--- src/rtl/ecc_pkg.sv ---
// Shared helpers for the Hamming+overall-parity SECDED code: parity width and
// the data-bit-to-codeword-position map used by both encoder and decoder.
package ecc_pkg;

  function automatic bit is_pow2(input int x);
    return (x > 0) && ((x & (x - 1)) == 0);
  endfunction

  // Smallest p with 2^p >= data_width + p + 1; scanned downward so the last hit wins.
  function automatic int calc_par_width(input int data_width);
    int r;
    r = 0;
    for (int p = 30; p >= 1; p--) begin
      if ((1 << p) >= data_width + p + 1) r = p;
    end
    return r;
  endfunction

  // Data bit i skips every power-of-2 position at or below where it lands.
  function automatic int data_pos(input int i);
    int pos;
    pos = i + 1;
    for (int k = 0; k < 31; k++) begin
      if ((1 << k) <= pos) pos++;
    end
    return pos;
  endfunction

endpackage

--- src/rtl/ecc_par_gen.sv ---
// Combinational Hamming parity generator; parity k covers every data bit whose
// codeword position has bit k set.
module ecc_par_gen
  import ecc_pkg::*;
#(
  parameter int DATA_WIDTH = 64,
  localparam int PAR_WIDTH = calc_par_width(DATA_WIDTH)
) (
  input  logic [DATA_WIDTH-1:0] data,
  output logic [PAR_WIDTH-1:0]  par
);

  function automatic logic [DATA_WIDTH-1:0] par_mask(input int k);
    logic [DATA_WIDTH-1:0] m;
    m = '0;
    for (int i = 0; i < DATA_WIDTH; i++) begin
      m[i] = ((data_pos(i) >> k) & 1) != 0;
    end
    return m;
  endfunction

  for (genvar k = 0; k < PAR_WIDTH; k++) begin : g_par
    localparam logic [DATA_WIDTH-1:0] MASK = par_mask(k);
    assign par[k] = ^(data & MASK);
  end

endmodule

--- src/rtl/ecc_secded_dec_pipe.sv ---
// Two-stage SECDED checker/corrector: stage 1 computes syndrome and overall
// check, stage 2 classifies/corrects into the output register; saturating CE/UE counters.
module ecc_secded_dec_pipe
  import ecc_pkg::*;
#(
  parameter int DATA_WIDTH = 64,
  parameter int CNT_WIDTH  = 16,
  localparam int PAR_WIDTH = calc_par_width(DATA_WIDTH),
  localparam int ECC_WIDTH = PAR_WIDTH + 1
) (
  input  logic                  clk,
  input  logic                  rst,
  input  logic                  in_valid,
  output logic                  in_ready,
  input  logic [DATA_WIDTH-1:0] in_data,
  input  logic [ECC_WIDTH-1:0]  in_ecc,
  output logic                  out_valid,
  input  logic                  out_ready,
  output logic [DATA_WIDTH-1:0] out_data,
  output logic                  out_ce,
  output logic                  out_ue,
  output logic [PAR_WIDTH-1:0]  out_syndrome,
  input  logic                  cnt_clr,
  output logic [CNT_WIDTH-1:0]  ce_cnt,
  output logic [CNT_WIDTH-1:0]  ue_cnt
);

  logic [PAR_WIDTH-1:0]  par_calc;

  logic                  s1_valid_q, s1_valid_d;
  logic [DATA_WIDTH-1:0] s1_data_q, s1_data_d;
  logic [PAR_WIDTH-1:0]  s1_syn_q, s1_syn_d;
  logic                  s1_ovr_q, s1_ovr_d;

  logic                  out_valid_q, out_valid_d;
  logic [DATA_WIDTH-1:0] out_data_q, out_data_d;
  logic                  out_ce_q, out_ce_d;
  logic                  out_ue_q, out_ue_d;
  logic [PAR_WIDTH-1:0]  out_syn_q, out_syn_d;

  logic [CNT_WIDTH-1:0]  ce_cnt_q, ce_cnt_d;
  logic [CNT_WIDTH-1:0]  ue_cnt_q, ue_cnt_d;

  logic [DATA_WIDTH-1:0] flip_vec;
  logic [DATA_WIDTH-1:0] cls_data;
  logic                  syn_zero, syn_pow2, syn_data, cls_ce, cls_ue;
  logic                  s2_free, s1_free, accept;

  ecc_par_gen #(.DATA_WIDTH(DATA_WIDTH)) u_par_gen (
    .data (in_data),
    .par  (par_calc)
  );

  // One-hot of the data bit sitting at the syndrome position (all zero otherwise).
  for (genvar i = 0; i < DATA_WIDTH; i++) begin : g_flip
    localparam int POS = data_pos(i);
    assign flip_vec[i] = (int'(s1_syn_q) == POS);
  end

  always_comb begin
    syn_zero = (s1_syn_q == '0);
    syn_pow2 = is_pow2(int'(s1_syn_q));
    syn_data = |flip_vec;
    cls_ce   = s1_ovr_q & (syn_zero | syn_pow2 | syn_data);
    cls_ue   = !syn_zero & (!s1_ovr_q | (!syn_pow2 & !syn_data));
    cls_data = s1_data_q ^ (flip_vec & {DATA_WIDTH{s1_ovr_q}});
  end

  always_comb begin
    s2_free = !out_valid_q | out_ready;
    s1_free = !s1_valid_q | s2_free;
    accept  = out_valid_q & out_ready;

    s1_valid_d  = s1_valid_q;
    s1_data_d   = s1_data_q;
    s1_syn_d    = s1_syn_q;
    s1_ovr_d    = s1_ovr_q;
    out_valid_d = out_valid_q;
    out_data_d  = out_data_q;
    out_ce_d    = out_ce_q;
    out_ue_d    = out_ue_q;
    out_syn_d   = out_syn_q;
    ce_cnt_d    = ce_cnt_q;
    ue_cnt_d    = ue_cnt_q;

    if (s1_free) begin
      s1_valid_d = in_valid;
      if (in_valid) begin
        s1_data_d = in_data;
        s1_syn_d  = par_calc ^ in_ecc[PAR_WIDTH-1:0];
        s1_ovr_d  = (^in_data) ^ (^in_ecc);
      end
    end

    if (s2_free) begin
      out_valid_d = s1_valid_q;
      if (s1_valid_q) begin
        out_data_d = cls_ue ? s1_data_q : cls_data;
        out_ce_d   = cls_ce;
        out_ue_d   = cls_ue;
        out_syn_d  = s1_syn_q;
      end
    end

    if (cnt_clr) begin
      ce_cnt_d = '0;
      ue_cnt_d = '0;
    end else begin
      if (accept && out_ce_q && !(&ce_cnt_q)) ce_cnt_d = ce_cnt_q + CNT_WIDTH'(1);
      if (accept && out_ue_q && !(&ue_cnt_q)) ue_cnt_d = ue_cnt_q + CNT_WIDTH'(1);
    end
  end

  always_ff @(posedge clk) begin
    if (rst) begin
      s1_valid_q  <= 1'b0;
      s1_data_q   <= '0;
      s1_syn_q    <= '0;
      s1_ovr_q    <= 1'b0;
      out_valid_q <= 1'b0;
      out_data_q  <= '0;
      out_ce_q    <= 1'b0;
      out_ue_q    <= 1'b0;
      out_syn_q   <= '0;
      ce_cnt_q    <= '0;
      ue_cnt_q    <= '0;
    end else begin
      s1_valid_q  <= s1_valid_d;
      s1_data_q   <= s1_data_d;
      s1_syn_q    <= s1_syn_d;
      s1_ovr_q    <= s1_ovr_d;
      out_valid_q <= out_valid_d;
      out_data_q  <= out_data_d;
      out_ce_q    <= out_ce_d;
      out_ue_q    <= out_ue_d;
      out_syn_q   <= out_syn_d;
      ce_cnt_q    <= ce_cnt_d;
      ue_cnt_q    <= ue_cnt_d;
    end
  end

  assign in_ready     = s1_free;
  assign out_valid    = out_valid_q;
  assign out_data     = out_data_q;
  assign out_ce       = out_ce_q;
  assign out_ue       = out_ue_q;
  assign out_syndrome = out_syn_q;
  assign ce_cnt       = ce_cnt_q;
  assign ue_cnt       = ue_cnt_q;

endmodule
--- config.mk ---
export PLATFORM = sky130hd
export DESIGN_NAME = ecc_secded_dec_pipe
export DESIGN_NICKNAME = d
export VERILOG_FILES = /design/src/rtl/ecc_pkg.sv /design/src/rtl/ecc_par_gen.sv /design/src/rtl/ecc_secded_dec_pipe.sv
export SDC_FILE = /design/constraint.sdc
export NUM_CORES = 1
export LEC_CHECK = 0
export BUFFER_PORTS_ARGS = -buffer_cell sky130_fd_sc_hd__buf_2
export CORE_UTILIZATION = 50
export DETAILED_ROUTE_END_ITERATION = 12
export GPL_ROUTABILITY_DRIVEN = 0
export PLACE_DENSITY = 0.77
export SLEW_MARGIN = 20
export SYNTH_ARGS = -nofsm -noshare
export SYNTH_HDL_FRONTEND = slang
export SYNTH_SLANG_ARGS = --single-unit
export TNS_END_PERCENT = 10
--- constraint.sdc ---
create_clock -name clk -period 2.1 [get_ports clk]
set_clock_uncertainty 0.2 [all_clocks]
set_input_delay 0.42 -clock clk [delete_from_list [all_inputs] [get_ports clk]]
set_output_delay 0.42 -clock clk [all_outputs]
set_load 0.01 [all_outputs]
* Word level (Yosys, flattened, before mapping)
Index checks and enable logic that the tools add are counted.
** Cells by class
- Magnitude comparators :: 1
- Multipliers :: 0
- Bitwise logic cells :: 14
- Equal/unequal tests :: 64
- Reduce and logical (&&, ||, !) cells :: 30
- Mux-type cells :: 1
- Divide/modulo/power cells :: 0
- Add/subtract/negate cells :: 3
- Shift operators :: 0
** Operator list (number)
- parity 64 bit :: 8
- equality test 7 bit (second input constant) :: 38
- equality test 7 x 6 -> 1 bit (second input constant) :: 15
- AND 64 bit :: 1
- 2-to-1 mux 64 bit :: 1
- OR reduction 64 bit :: 1
- XOR 64 bit :: 1
- equality test 7 x 5 -> 1 bit (second input constant) :: 7
- adder 16 x 1 -> 16 bit (second input constant) :: 2
- zero test 32 bit :: 1
- AND reduction 16 bit :: 2
- equality test 7 x 4 -> 1 bit (second input constant) :: 3
- AND 8 bit :: 1
- zero test 1 bit :: 8
- parity 8 bit :: 1
- subtractor 7 x 1 -> 8 bit (second input constant) :: 1
- equality test 7 x 3 -> 1 bit (second input constant) :: 1
- greater-than comparator 7 x 1 -> 1 bit (second input constant) :: 1
- zero test 7 bit :: 1
- XOR 7 bit :: 1
- logical AND 1 bit :: 5
- OR 1 bit :: 5
- AND 1 bit :: 4
- AND reduction 2 bit :: 2
- 2 further kinds :: 2
** Word-level totals
- Memories kept :: 0
- Logic and storage cells :: 124
- Memory bits (writable) :: 0
- Register bits after elaboration :: 179
- Output and inout bits :: 107
- Bits in read-only memories :: 0
- Latch bits :: 0
- Input port bits :: 77

* Logic depth before layout (Yosys ltp)
- Depth after elaboration :: 9
- Mapped depth :: 9
- Depth with buffers taken out :: 8

* By module
A second synthesis with hierarchy kept.
** Second synthesis, totals
- Cells, all modules :: 1150
- Area total of the unflattened synthesis :: 9723.1 um2
** By module, submodules not included
- ecc_secded_dec_pipe :: sequential area each 3583.4 um2, area each 8513.2 um2, instances 1, cells each 1052
- ecc_par_gen :: sequential area each 0.0 um2, area each 1209.9 um2, instances 1, cells each 98

* Worst setup path after synthesis
OpenSTA, ideal clock, no wires.
- Path type :: input -> register
- Start point :: input in_data[57]
- End point :: register s1_ovr_q
- Library setup time :: 86 ps
- Stages on the path :: 7
- Setup slack :: -239 ps
- Arrival time :: 2054 ps
- Cell sequence :: xnor2_1 -> xnor3_1 -> xnor2_1 -> xor2_1 -> xnor3_1 -> xnor2_1 -> a211oi_1
** On the way
- Cells in the longest elaborated chain, start to end :: 2
** RTL lines
- start: declaration :: line ecc_secded_dec_pipe.sv:15 : input logic [DATA_WIDTH-1:0] in_data,
- parity 64 bit :: line ecc_secded_dec_pipe.sv:91 : s1_ovr_d = (^in_data) ^ (^in_ecc);
- XOR 1 bit :: line ecc_secded_dec_pipe.sv:91
- end signal: assignment :: line ecc_secded_dec_pipe.sv:131 : s1_ovr_q <= s1_ovr_d;
- end: declaration :: line ecc_secded_dec_pipe.sv:33 : logic s1_ovr_q, s1_ovr_d;
No other way between the ends.
A chain may end at the register's enable or synchronous reset.

* Final worst setup path
- Start point :: input in_data[61]
- End point :: register s1_ovr_q
Same word-level chain as after synthesis.

==> qor.yml <==
timing:
  tns_ns: -0.0388
  relSlewSlack_pct: 48.9
  fin_crit_sh_pct: 101
  worstMarginPinSlew_ns: 0.767
  setup_slack_ns: -0.0196
  setup_viol: 2
  period_minus_slack_ns: 2.12
  rsz0062_at_grt: "yes"
  finalHoldViolations: 0
  max_freq_mhz: 472
  final_max_slew_viol_count: 0
place:
  dp_hpwl_mm: 20.3
  place_ws_ns: -0.711
  port_buffers: 183
die:
  initial_core_util_pct: 51.0
  core_um2: 17900
  die_w_um: 137
  die_area_um2: 18800
  dieHeight_um: 137
  io_pins: 184
  placementRows: 49
routing:
  via_per_inst: 5.50
  ant_nets: 0
  initialDrtViolationCount: 933
  wirelength_mm: 28.1
  post_drt_wl_per_cell_um: 16.9
  drtPass1Iterations: 5
  via_count: 9146
  drc: 0
yosys:
  ys_seq_area_share_pct: 39.3
  synth.distinct_cells: 43
  synth-seq-cells: 179
  synth_nets: 1207
  synth_edf_count: 0
  synthArstFlopShare_pct: 0
  avgSynthCellArea_um2: 8.09
  ys_warn_count: 0
  synth_cells: 1128
  ys.flop_type: "dfxtp_1"
  syn_area_um2: 9130
layout:
  synthToLayoutAreaGrowth_pct: 33.2
  multi_input_area_um2: 5400
  fillCellCount: 1423
  drive_above_1_share_pct: 29.4
  nNetsFinal: 1497
  final-seq-area_um2: 3600
setup_path:
  critPathKind: "in2reg"
  crit_path_end_kind: "flop"
  r2r_start: "s1_syn_q[3]"
  r2r_slack_ns: 0.01
  r2r_cells: 9
  worstPathRequired_ns: 2.24
  cp_max_fo: 2
  critPathArrivalTime_ns: 2.26
  reg2reg_to: "out_ue"
  cp-start-kind: "input port"
min_path:
  whs_path_depth: 3
  hp-class: "in2reg"
  min_from: "in_data[16]"
  min_to: "s1_data_q[16]"
clocking:
  clock-sinks: 179
  cts.path.max_buffers: 2
  path_clk_slew_ns: 0.07
  cts_tree: "yes"
  clock_latency_ns: 0.44
  cts.hold.buffers_added: 0
  cts-root-buf: "clkbuf_16"
  cts_max_level: 4
  numCtsBuffers: 17
power:
  p_clk_share_pct: 28.9
  p_leak_nw: 5.01
  fin_total_pwr_mw: 11.2
  powerDensity_nw_per_um2: 922
  swShare_pct: 34.1
  seqPwrFrac_pct: 34.6
  p_int_mw: 7.39
  vdd_drop_max_uv: 777
  p_comb_share_pct: 36.4
  switchingPower_mw: 3.83
global_route:
  track_usage_pct: 29.7
  grt_overflow: 0
  grt_max_degree: 148
  antenna_found_initial: 2
  grt_pass1_vias: 8355
  grt_pass1_wl_mm: 42.7
job:
  max_cap_violations: 0
run_status:
  outcome: "complete, but fails checks"
  violations: "negative setup slack"
per-layer routing:
layer | vias to the layer above | routed length, µm | share of wire (%) | global-route usage (%)
met2 | 404 | 13300 | 47 | 48.5
met1 | 4252 | 11400 | 40 | 37.4
met5 | - | 0 | 0 | 0
met3 | 108 | 2180 | 7.8 | 6.30
met4 | 0 | 1210 | 4.3 | 13.9
li1 | 4382 | - | - | -
flip-flops by register name, summed over array words and instances, names as in the netlist:
| register | count |
|---|---|
| s1_ovr_q | 1 |
| out_valid | 1 |
| ue_cnt | 16 |
| s1_syn_q | 7 |
| ce_cnt | 16 |
| s1_data_q | 64 |
| out_ue | 1 |
| s1_valid_q | 1 |
| out_data | 64 |
| out_ce | 1 |
| out_syndrome | 7 |
layout by cell type, fill, tap and decap left out, types with 3 or more instances in the layout:
cell type	count
buf_12	9
or2_2	6
xnor2_2	9
buf_2	182
inv_8	6
and2_1	3
o21ai_0	40
nand2b_1	10
nor2_1	126
nand3_1	15
nor3_1	7
nand4_1	8
inv_1	5
xnor3_1	5
dfxtp_4	4
a211oi_1	50
nor2b_1	4
dfxtp_1	173
a311oi_1	23
and4_1	3
or3_1	31
buf_4	152
a21o_1	3
xnor2_1	107
clkbuf_16	17
xor2_1	76
a21oi_1	88
nand2_1	209
nor2_2	3
power groups by stage:
stage               clock (mW)  sequential, mW  combinational [mW]
finish                    3.24            3.88                4.09
detailed placement           0            3.93                3.84
global placement             0            3.92                3.77
CTS                       3.26            3.86                3.94
global route              3.39            3.91                4.36
floorplan                    0            3.87                2.34
critical path, stage by stage:
cell,delay (ns)
buf_2,0.14
xnor2_4,0.19
xnor3_2,0.42
xor2_2,0.21
xnor2_2,0.19
xnor3_1,0.36
xnor2_1,0.14
a211oi_1,0.19
synth_stat cells (8+ instances only):
library cell | n | area share [%]
nand2b_1 | 10 | 0.69
or3_1 | 31 | 2.1
xor2_1 | 78 | 7.5
nand3_1 | 16 | 0.88
a21oi_1 | 88 | 4.8
xnor2_1 | 113 | 11
a211oi_1 | 51 | 4.2
dfxtp_1 | 179 | 39
clkbuf_1 | 68 | 2.8
o21ai_0 | 41 | 2.2
nor2_1 | 130 | 5.3
nand4_1 | 8 | 0.55
a311oi_1 | 23 | 2.2
nand2_1 | 212 | 8.7
worst max path at each step:
stage                           start        to  slack [ns]  cells after the start
after floorplan           in_data[57]  s1_ovr_q       -0.20                      7
after global placement    in_data[57]  s1_ovr_q       -0.71                      9
after detailed placement  in_data[57]  s1_ovr_q       -0.71                      9
after CTS                 in_data[60]  s1_ovr_q       -0.03                      8
after global routing      s1_syn_q[3]    out_ue       -0.16                      9
final                     in_data[61]  s1_ovr_q       -0.02                      8
kinds of logic (layout without fill, tap and decap cells):
logic type,after synthesis,count (layout),synth area share (%)
adder cells (fa/ha/maj),2,2,0.274
multiplexers,2,2,0.219
buffers and inverters,78,381,3.26
AO/OA/AOI/OAI,223,223,15.4
other,0,2,0
flip-flops,179,179,39.3
XOR/XNOR,203,203,20.9
AND/OR/NAND/NOR,441,441,20.7
layout make-up:
cell class	count	share of cell area, %
Antenna cell	2	0.0412
Clock buffer	18	3.61
Clock inverter	14	1.35
Inverter	5	0.154
Multi-Input combinational cell	871	44.4
Sequential cell	179	29.6
Tap cell	229	2.36
Timing Repair Buffer	344	18.5
metrics by stage:
stage	cell area (µm²)	instances	utilization (%)	hold WS (ns)
4_1_cts	12000	1658	67.2	0.0381
6_report	12200	1662	67.9	0.0480
3_3_place_gp	11400	1624	63.5	0.242
2_1_floorplan	9140	1128	-	0.241
3_5_place_dp	11400	1624	63.5	0.244
5_1_grt	12200	1661	67.9	0.0611
timing repair:
action                     in CTS  in global routing
buffers inserted                2                  2
setup endpoints to repair      31                 52
resized for setup              12                 28
gates cloned                    0                  0
pin swaps                      11                  6
Power figures use the tool's default switching activity.
